<file path="config.mk">
export PLATFORM = sky130hd
export DESIGN_NAME = board_controller
export DESIGN_NICKNAME = d
export VERILOG_FILES = /design/src/rtl/board_pkg.sv /design/src/rtl/board_line_eval.sv /design/src/rtl/board_controller.sv
export SDC_FILE = /design/constraint.sdc
export NUM_CORES = 1
export LEC_CHECK = 0
export CAP_MARGIN = 30
export CORE_MARGIN = 8
export CORE_UTILIZATION = 25
export CTS_CLUSTER_DIAMETER = 80
export DETAILED_ROUTE_END_ITERATION = 10
export PLACE_DENSITY = 0.45
export SYNTH_ARGS = -nofsm -noshare
export SYNTH_HDL_FRONTEND = slang
export SYNTH_HIERARCHICAL = 1
export SYNTH_SLANG_ARGS = --single-unit
export TNS_END_PERCENT = 5
</file>
<file path="constraint.sdc">
create_clock -name clk -period 6.1 [get_ports clk]
set_input_delay 1.22 -clock clk [delete_from_list [all_inputs] [get_ports clk]]
set_output_delay 1.22 -clock clk [all_outputs]
set_load 0.01 [all_outputs]
</file>
<file path="src/rtl/board_pkg.sv">
// Shared types and constants for the 3x3 board controller: cell marks, game states,
// pending-command encoding, the winning-line table and the cursor wrap helper.
package board_pkg;

   typedef enum logic [1:0] {
      CellEmpty = 2'b00,
      CellX     = 2'b01,
      CellO     = 2'b10
   } cell_t;

   typedef enum logic [1:0] {
      StPlay  = 2'b00,
      StCheck = 2'b01,
      StWin   = 2'b10,
      StDraw  = 2'b11
   } game_state_t;

   typedef enum logic [2:0] {
      CmdNone,
      CmdUp,
      CmdDown,
      CmdLeft,
      CmdRight,
      CmdPlace
   } cmd_t;

   // Rows, then columns, then the two diagonals.
   localparam logic [3:0] LINES [8][3] = '{
      '{4'd0, 4'd1, 4'd2}, '{4'd3, 4'd4, 4'd5}, '{4'd6, 4'd7, 4'd8},
      '{4'd0, 4'd3, 4'd6}, '{4'd1, 4'd4, 4'd7}, '{4'd2, 4'd5, 4'd8},
      '{4'd0, 4'd4, 4'd8}, '{4'd2, 4'd4, 4'd6}
   };

   function automatic logic [3:0] move_cursor(input logic [3:0] cur, input cmd_t cmd);
      logic col0, col2;
      col0 = (cur == 4'd0) || (cur == 4'd3) || (cur == 4'd6);
      col2 = (cur == 4'd2) || (cur == 4'd5) || (cur == 4'd8);
      case (cmd)
         CmdUp:    return (cur < 4'd3) ? cur + 4'd6 : cur - 4'd3;
         CmdDown:  return (cur > 4'd5) ? cur - 4'd6 : cur + 4'd3;
         CmdLeft:  return col0 ? cur + 4'd2 : cur - 4'd1;
         CmdRight: return col2 ? cur - 4'd2 : cur + 4'd1;
         default:  return cur;
      endcase
   endfunction

endpackage

</file>
<file path="src/rtl/board_line_eval.sv">
// Combinational evaluation of one winning line: reports whether its three cells hold
// the same non-empty mark, and which mark that is.
module board_line_eval
   import board_pkg::*;
(
   input  logic [17:0] board,
   input  logic [2:0]  line_idx,
   output logic        match,
   output cell_t       owner
);

   logic [1:0] cells [9];
   logic [1:0] c0, c1, c2;

   always_comb begin
      for (int i = 0; i < 9; i++) begin
         cells[i] = board[2*i +: 2];
      end
      c0    = cells[LINES[line_idx][0]];
      c1    = cells[LINES[line_idx][1]];
      c2    = cells[LINES[line_idx][2]];
      match = (c0 != 2'b00) && (c0 == c1) && (c1 == c2);
      owner = cell_t'(c0);
   end

endmodule

</file>
<file path="src/rtl/board_controller.sv">
// Frame-gated tic-tac-toe state controller: latches button commands, applies them at
// frame_start, scans the eight lines after each place. BOARD_TURN_TIMER_EN adds a turn timer.
module board_controller
   import board_pkg::*;
#(
   parameter int unsigned TURN_FRAMES = 600
) (
   input  logic        clk,
   input  logic        rst_n,
   input  logic        frame_start,
   input  logic        btn_up,
   input  logic        btn_down,
   input  logic        btn_left,
   input  logic        btn_right,
   input  logic        btn_place,
   output logic [17:0] board,
   output logic [3:0]  cursor,
   output logic        turn,
   output logic [1:0]  game_state,
   output logic [2:0]  win_line,
   output logic        busy
);

   game_state_t state_q;
   cmd_t        pend_q, btn_cmd;
   logic [17:0] board_q;
   logic [3:0]  cursor_q;
   logic        turn_q;
   logic [2:0]  win_line_q, line_idx_q;
   logic [1:0]  cur_cell;
   logic        board_full, place_ok, line_match;
   cell_t       line_owner;

`ifdef BOARD_TURN_TIMER_EN
   localparam int unsigned CntW = (TURN_FRAMES > 1) ? $clog2(TURN_FRAMES) : 1;
   localparam logic [CntW-1:0] CntLast = CntW'(TURN_FRAMES - 1);
   logic [CntW-1:0] frame_cnt_q;
`endif

   board_line_eval u_line_eval (
      .board    (board_q),
      .line_idx (line_idx_q),
      .match    (line_match),
      .owner    (line_owner)
   );

   always_comb begin
      btn_cmd = CmdNone;
      if (btn_place)      btn_cmd = CmdPlace;
      else if (btn_up)    btn_cmd = CmdUp;
      else if (btn_down)  btn_cmd = CmdDown;
      else if (btn_left)  btn_cmd = CmdLeft;
      else if (btn_right) btn_cmd = CmdRight;

      board_full = 1'b1;
      for (int i = 0; i < 9; i++) begin
         if (board_q[2*i +: 2] == 2'b00) board_full = 1'b0;
      end

      cur_cell = board_q[{cursor_q, 1'b0} +: 2];
      place_ok = frame_start && (state_q == StPlay) && (pend_q == CmdPlace) &&
                 (cur_cell == CellEmpty);
   end

   always_ff @(posedge clk) begin
      if (!rst_n) begin
         state_q    <= StPlay;
         pend_q     <= CmdNone;
         board_q    <= '0;
         cursor_q   <= 4'd4;
         turn_q     <= 1'b0;
         win_line_q <= '0;
         line_idx_q <= '0;
`ifdef BOARD_TURN_TIMER_EN
         frame_cnt_q <= '0;
`endif
      end else begin
`ifdef BOARD_TURN_TIMER_EN
         // A place executing on the timeout frame takes precedence over the auto-pass.
         if ((state_q == StPlay) && frame_start && !place_ok) begin
            if (frame_cnt_q == CntLast) begin
               frame_cnt_q <= '0;
               turn_q      <= ~turn_q;
            end else begin
               frame_cnt_q <= frame_cnt_q + 1'b1;
            end
         end
         if (place_ok || ((state_q inside {StWin, StDraw}) && frame_start &&
                          (pend_q == CmdPlace))) begin
            frame_cnt_q <= '0;
         end
`endif
         unique case (state_q)
            StPlay: begin
               if (frame_start) begin
                  pend_q <= CmdNone;
                  if (place_ok) begin
                     board_q[{cursor_q, 1'b0} +: 2] <= turn_q ? CellO : CellX;
                     line_idx_q <= '0;
                     state_q    <= StCheck;
                  end else if (pend_q != CmdPlace) begin
                     cursor_q <= move_cursor(cursor_q, pend_q);
                  end
               end
            end
            StCheck: begin
               // Any new line must contain the mark just placed, so the owner is the mover.
               if (line_match && (line_owner == (turn_q ? CellO : CellX))) begin
                  state_q    <= StWin;
                  win_line_q <= line_idx_q;
               end else if (line_idx_q == 3'd7) begin
                  if (board_full) begin
                     state_q <= StDraw;
                  end else begin
                     state_q <= StPlay;
                     turn_q  <= ~turn_q;
                  end
               end else begin
                  line_idx_q <= line_idx_q + 3'd1;
               end
            end
            StWin, StDraw: begin
               if (frame_start) begin
                  pend_q <= CmdNone;
                  if (pend_q == CmdPlace) begin
                     board_q    <= '0;
                     turn_q     <= 1'b0;
                     cursor_q   <= 4'd4;
                     win_line_q <= '0;
                     state_q    <= StPlay;
                  end
               end
            end
            default: state_q <= StPlay;
         endcase
         // A fresh pulse always lands in the pending slot, even on an executing edge.
         if (btn_cmd != CmdNone) pend_q <= btn_cmd;
      end
   end

   assign board      = board_q;
   assign cursor     = cursor_q;
   assign turn       = turn_q;
   assign game_state = state_q;
   assign win_line   = win_line_q;
   assign busy       = (state_q == StCheck);

endmodule

</file>
==> results.tsv <==
stage	metric	value	unit
cells_and_area	final standard cell area without fillers	3810	µm²
timing	RSZ-0062 raised after global routing	no	
timing	final setup vio count	0	
critical_path	number of buffers and inverters on the critical path	1	
logic_synthesis	warnings from Yosys	6	
die	die height	129	µm
critical_path	longest individual stage delay on the worst path	600	ps
logic_synthesis	fraction of synthesized area in multiplexers	0.119	
die	effective utilization at floorplan	0.255	
power	switching fraction of total power	0.328	
timing	final-report hold violation count	0	
logic_synthesis	adder and majority cell fraction of the synthesized area	0.0667	
route	vias per cell	5.38	
timing	summed negative setup slack over all endpoints	0	ps
critical_path	cell-by-cell listing of the critical path	inv_1 > ha_1 > mux2i_4 > mux4_2 > a32o_1 > a31oi_2 > and2_1 > mux2i_1 > o21ai_1 > o21ai_0 > nor2_1 > nor4_1 > a31oi_1 > a21boi_0	
logic_synthesis	post-synth top area share	0.213	
critical_path	critical path class	flop to flop	
timing	Final Max Slew Viols	0	
route	DRC	0	
critical_path	worst-path maximum fanout	11	
power	switching power of the nets	0.214	mW
logic_synthesis	top flip-flop cell by instance count after synthesis	sky130_fd_sc_hd__dfxtp_1	
cts	Gates resized, CTS repair	0	
global_routing	GRT Util Overall	0.129	
logic_synthesis	area fraction in compound gates after synthesis	0.275	
cells_and_area	Area growth syn-to-layout	19.5	%
die	Top-Level Pins	37	
route	drt initial violations	291	
route	via total after detailed routing	3182	
critical_path	arrival time worst endpoint	3970	ps
cells_and_area	share of cells above drive strength 1	0.0738	
logic_synthesis	most used standard cells in the synthesized netlist	42 x sky130_fd_sc_hd__nor2_1, 34 x sky130_fd_sc_hd__dfxtp_1, 33 x sky130_fd_sc_hd__nand2_1	
logic_synthesis	Async SR Flop Fraction	0	
die	area of the placeable core	12500	µm²
cells_and_area	Antenna Diode Count	0	
logic_synthesis	cell taking the most area after synthesis	sky130_fd_sc_hd__dfxtp_1	
critical_path	Worst Setup End Kind	flop	
global_routing	first-pass GRT wire length	17100	µm
logic_synthesis	syn avg cell area	8.07	µm²
placement	worst setup timing slack at the placement stage	2290	ps
logic_synthesis	simple-gate portion of the synthesized area	0.269	
power	largest voltage drop on the vdd net	86.9	µV
power	clock share of power	0.369	
placement	Port Buffer Count	36	
route	DR WL/cell	17.7	µm
power	PD cells	171	nW/µm²
logic_synthesis	number of instances in the synthesized netlist	395	
logic_synthesis	Syn Nets	420	
cts	CTS H-Tree Depth	2	
timing	Achievable Freq	263	MHz
logic_synthesis	Yosys reg bits	34	
die	x dimension of the die	129	µm
logic_synthesis	Syn Std Cell Area	3190	µm²
cts	clock slew at reported path FFs	60	ps
die	# rows	41	
logic_synthesis	combinational family with the most area after synthesis	compound AO/OA/AOI/OAI gates	
route	number of detailed-route iterations in the first pass	5	
logic_synthesis	XOR/XNOR Fraction of Synth Area	0.0110	
critical_path	Required @ worst endpoint	6260	ps
logic_synthesis	sequential area share after synthesis	0.213	
status	outcome	finished clean	
flow_run	Max-cap violations	0	
die	full die area	16600	µm²
cells_and_area	post-route non-filler standard cell count	592	
placement	count of placed standard cells including taps	585	
cts	total number of clock tree sinks	34	
logic_synthesis	ranking of synthesized cells by area	sky130_fd_sc_hd__dfxtp_1 21%, sky130_fd_sc_hd__ha_1 6.7%, sky130_fd_sc_hd__mux4_2 4.9%	
power	Pint	0.438	mW
timing	part of the cycle the worst path needs	0.624	
global_routing	largest net degree at the start of global routing	24	
critical_path	crit path launch type	flop	
logic_synthesis	most numerous cell in the Yosys netlist	sky130_fd_sc_hd__nor2_1	
cts	CTS tree	built	
timing	post-route clock skew	9.22	ps
power	part of the total power dissipated in combinational logic	0.259	
critical_path	Critical Path Slowest Stage Cell	sky130_fd_sc_hd__dfxtp_1	
timing	final setup slack of the worst path	2300	ps
cts	maximum root-to-sink buffer count	2	
placement	GP Congestion	0.848	
cts	clock network latency to the later pin of the worst-skew pair	280	ps
logic_synthesis	number of different library cells in the post-synthesis netlist	69	
global_routing	number of global-route vias before repair	3198	
logic_synthesis	number of flops mapped to enable cells by yosys	0	
cts	number of CTS-inserted buffers	5	
cts	library cell used as clock root buffer	sky130_fd_sc_hd__clkbuf_16	
timing	minimum period implied by the final worst setup slack	3800	ps
cells_and_area	number of nets in the finished design	445	
placement	instance area after placement	3680	µm²
timing	transition time at the pin with the least slew margin	790	ps
route	Antenna Violating Nets Remaining	0	
critical_path	cell family with most CP delay	multiplexers	
cells_and_area	Post-Route Utilization	0.304	
power	static leakage	1.45	nW
placement	detailed placer's ending HPWL	7800	µm
global_routing	grt total ovfl	0	
hold_path	type of the tightest min-delay check	flop to flop	
global_routing	antenna violations before repair	0	
power	sequential share of power	0.372	
cts	buffers inserted during post-CTS setup optimization	0	
route	total routed wirelength	10500	µm
cts	number of buffers inserted for hold repair after clock tree synthesis	0	
timing	Slew Limit Headroom	0.472	
==> path summary, 6_finish.rpt <==
path / startpoint / end / slack, ps / cells after the start
max: line_idx_q[0] / turn / 2300 / 14
min: win_line[2] / win_line[2] / 480 / 2
max reg2reg: line_idx_q[0] / turn / 2300 / 14
min reg2reg: win_line[2] / win_line[2] / 480 / 2
==> routing by layer <==
metal	track usage	vias to the layer above	routed length [µm]
li1	-	1559	-
met1	0.161	1535	4920
met2	0.219	80	5020
met3	0.0261	8	458
met4	0.0346	0	82
met5	0	-	0
==> tightest hold or removal path, stage by stage, from the launching register on <==
cell                       delay [ps]
sky130_fd_sc_hd__dfxtp_1          310
sky130_fd_sc_hd__nand3_1           60
sky130_fd_sc_hd__a21boi_0          70
==> power groups by stage <==
stage / sequential [mW] / combinational (mW) / clock (mW)
detailed placement: 0.247 / 0.166 / 0
CTS: 0.243 / 0.167 / 0.249
global route: 0.245 / 0.186 / 0.256
global placement: 0.248 / 0.167 / 0
floorplan: 0.242 / 0.123 / 0
finish: 0.242 / 0.169 / 0.241
==> stage by stage <==
| stage | power (mW) | hold slack (ps) |
|---|---|---|
| 6_report | 0.652 | 484 |
| 5_1_grt | 0.687 | 518 |
| 4_1_cts | 0.659 | 487 |
| 3_5_place_dp | 0.413 | 479 |
| 3_3_place_gp | 0.415 | 480 |
| 2_1_floorplan | 0.365 | 480 |
==> flip-flops by register name, indices dropped and copies added, names as in the netlist <==
signal / count
cursor: 4
board: 18
line_idx_q: 3
turn: 1
win_line: 3
pend_q: 3
game_state: 2
==> cells in the final DEF, fill, tap and decap left out, types with 7 or more instances in the layout <==
cell	synthesis	final
sky130_fd_sc_hd__o311ai_0	7	7
sky130_fd_sc_hd__inv_1	11	11
sky130_fd_sc_hd__nor2_1	42	42
sky130_fd_sc_hd__nand3_1	18	18
sky130_fd_sc_hd__o311a_1	8	8
sky130_fd_sc_hd__a21oi_1	23	23
sky130_fd_sc_hd__nand2_1	33	33
sky130_fd_sc_hd__mux4_2	7	7
sky130_fd_sc_hd__o21ai_0	13	13
sky130_fd_sc_hd__clkdlybuf4s50_1	0	36
sky130_fd_sc_hd__a31oi_1	10	10
sky130_fd_sc_hd__dfxtp_1	34	34
sky130_fd_sc_hd__nor2b_1	13	13
sky130_fd_sc_hd__ha_1	17	17
sky130_fd_sc_hd__nand2b_1	9	9
sky130_fd_sc_hd__mux2i_1	11	11
==> layout make-up <==
cell class	instances	area, µm²
Timing Repair Buffer	37	368
Clock buffer	5	125
Clock inverter	2	10.0
Tap cell	172	215
Sequential cell	34	681
Multi-Input combinational cell	329	2360
Inverter	13	48.8
Fill cell	1382	8710
==> cell families (layout without fill, tap and decap cells) <==
kind of cell,Yosys count,count (layout)
XOR/XNOR,4,4
buffers and inverters,32,57
AND/OR/NAND/NOR,165,165
AO/OA/AOI/OAI,120,120
adder cells (fa/ha/maj),17,17
flip-flops,34,34
multiplexers,23,23
Note: power is estimated with default switching activity, not from simulation.
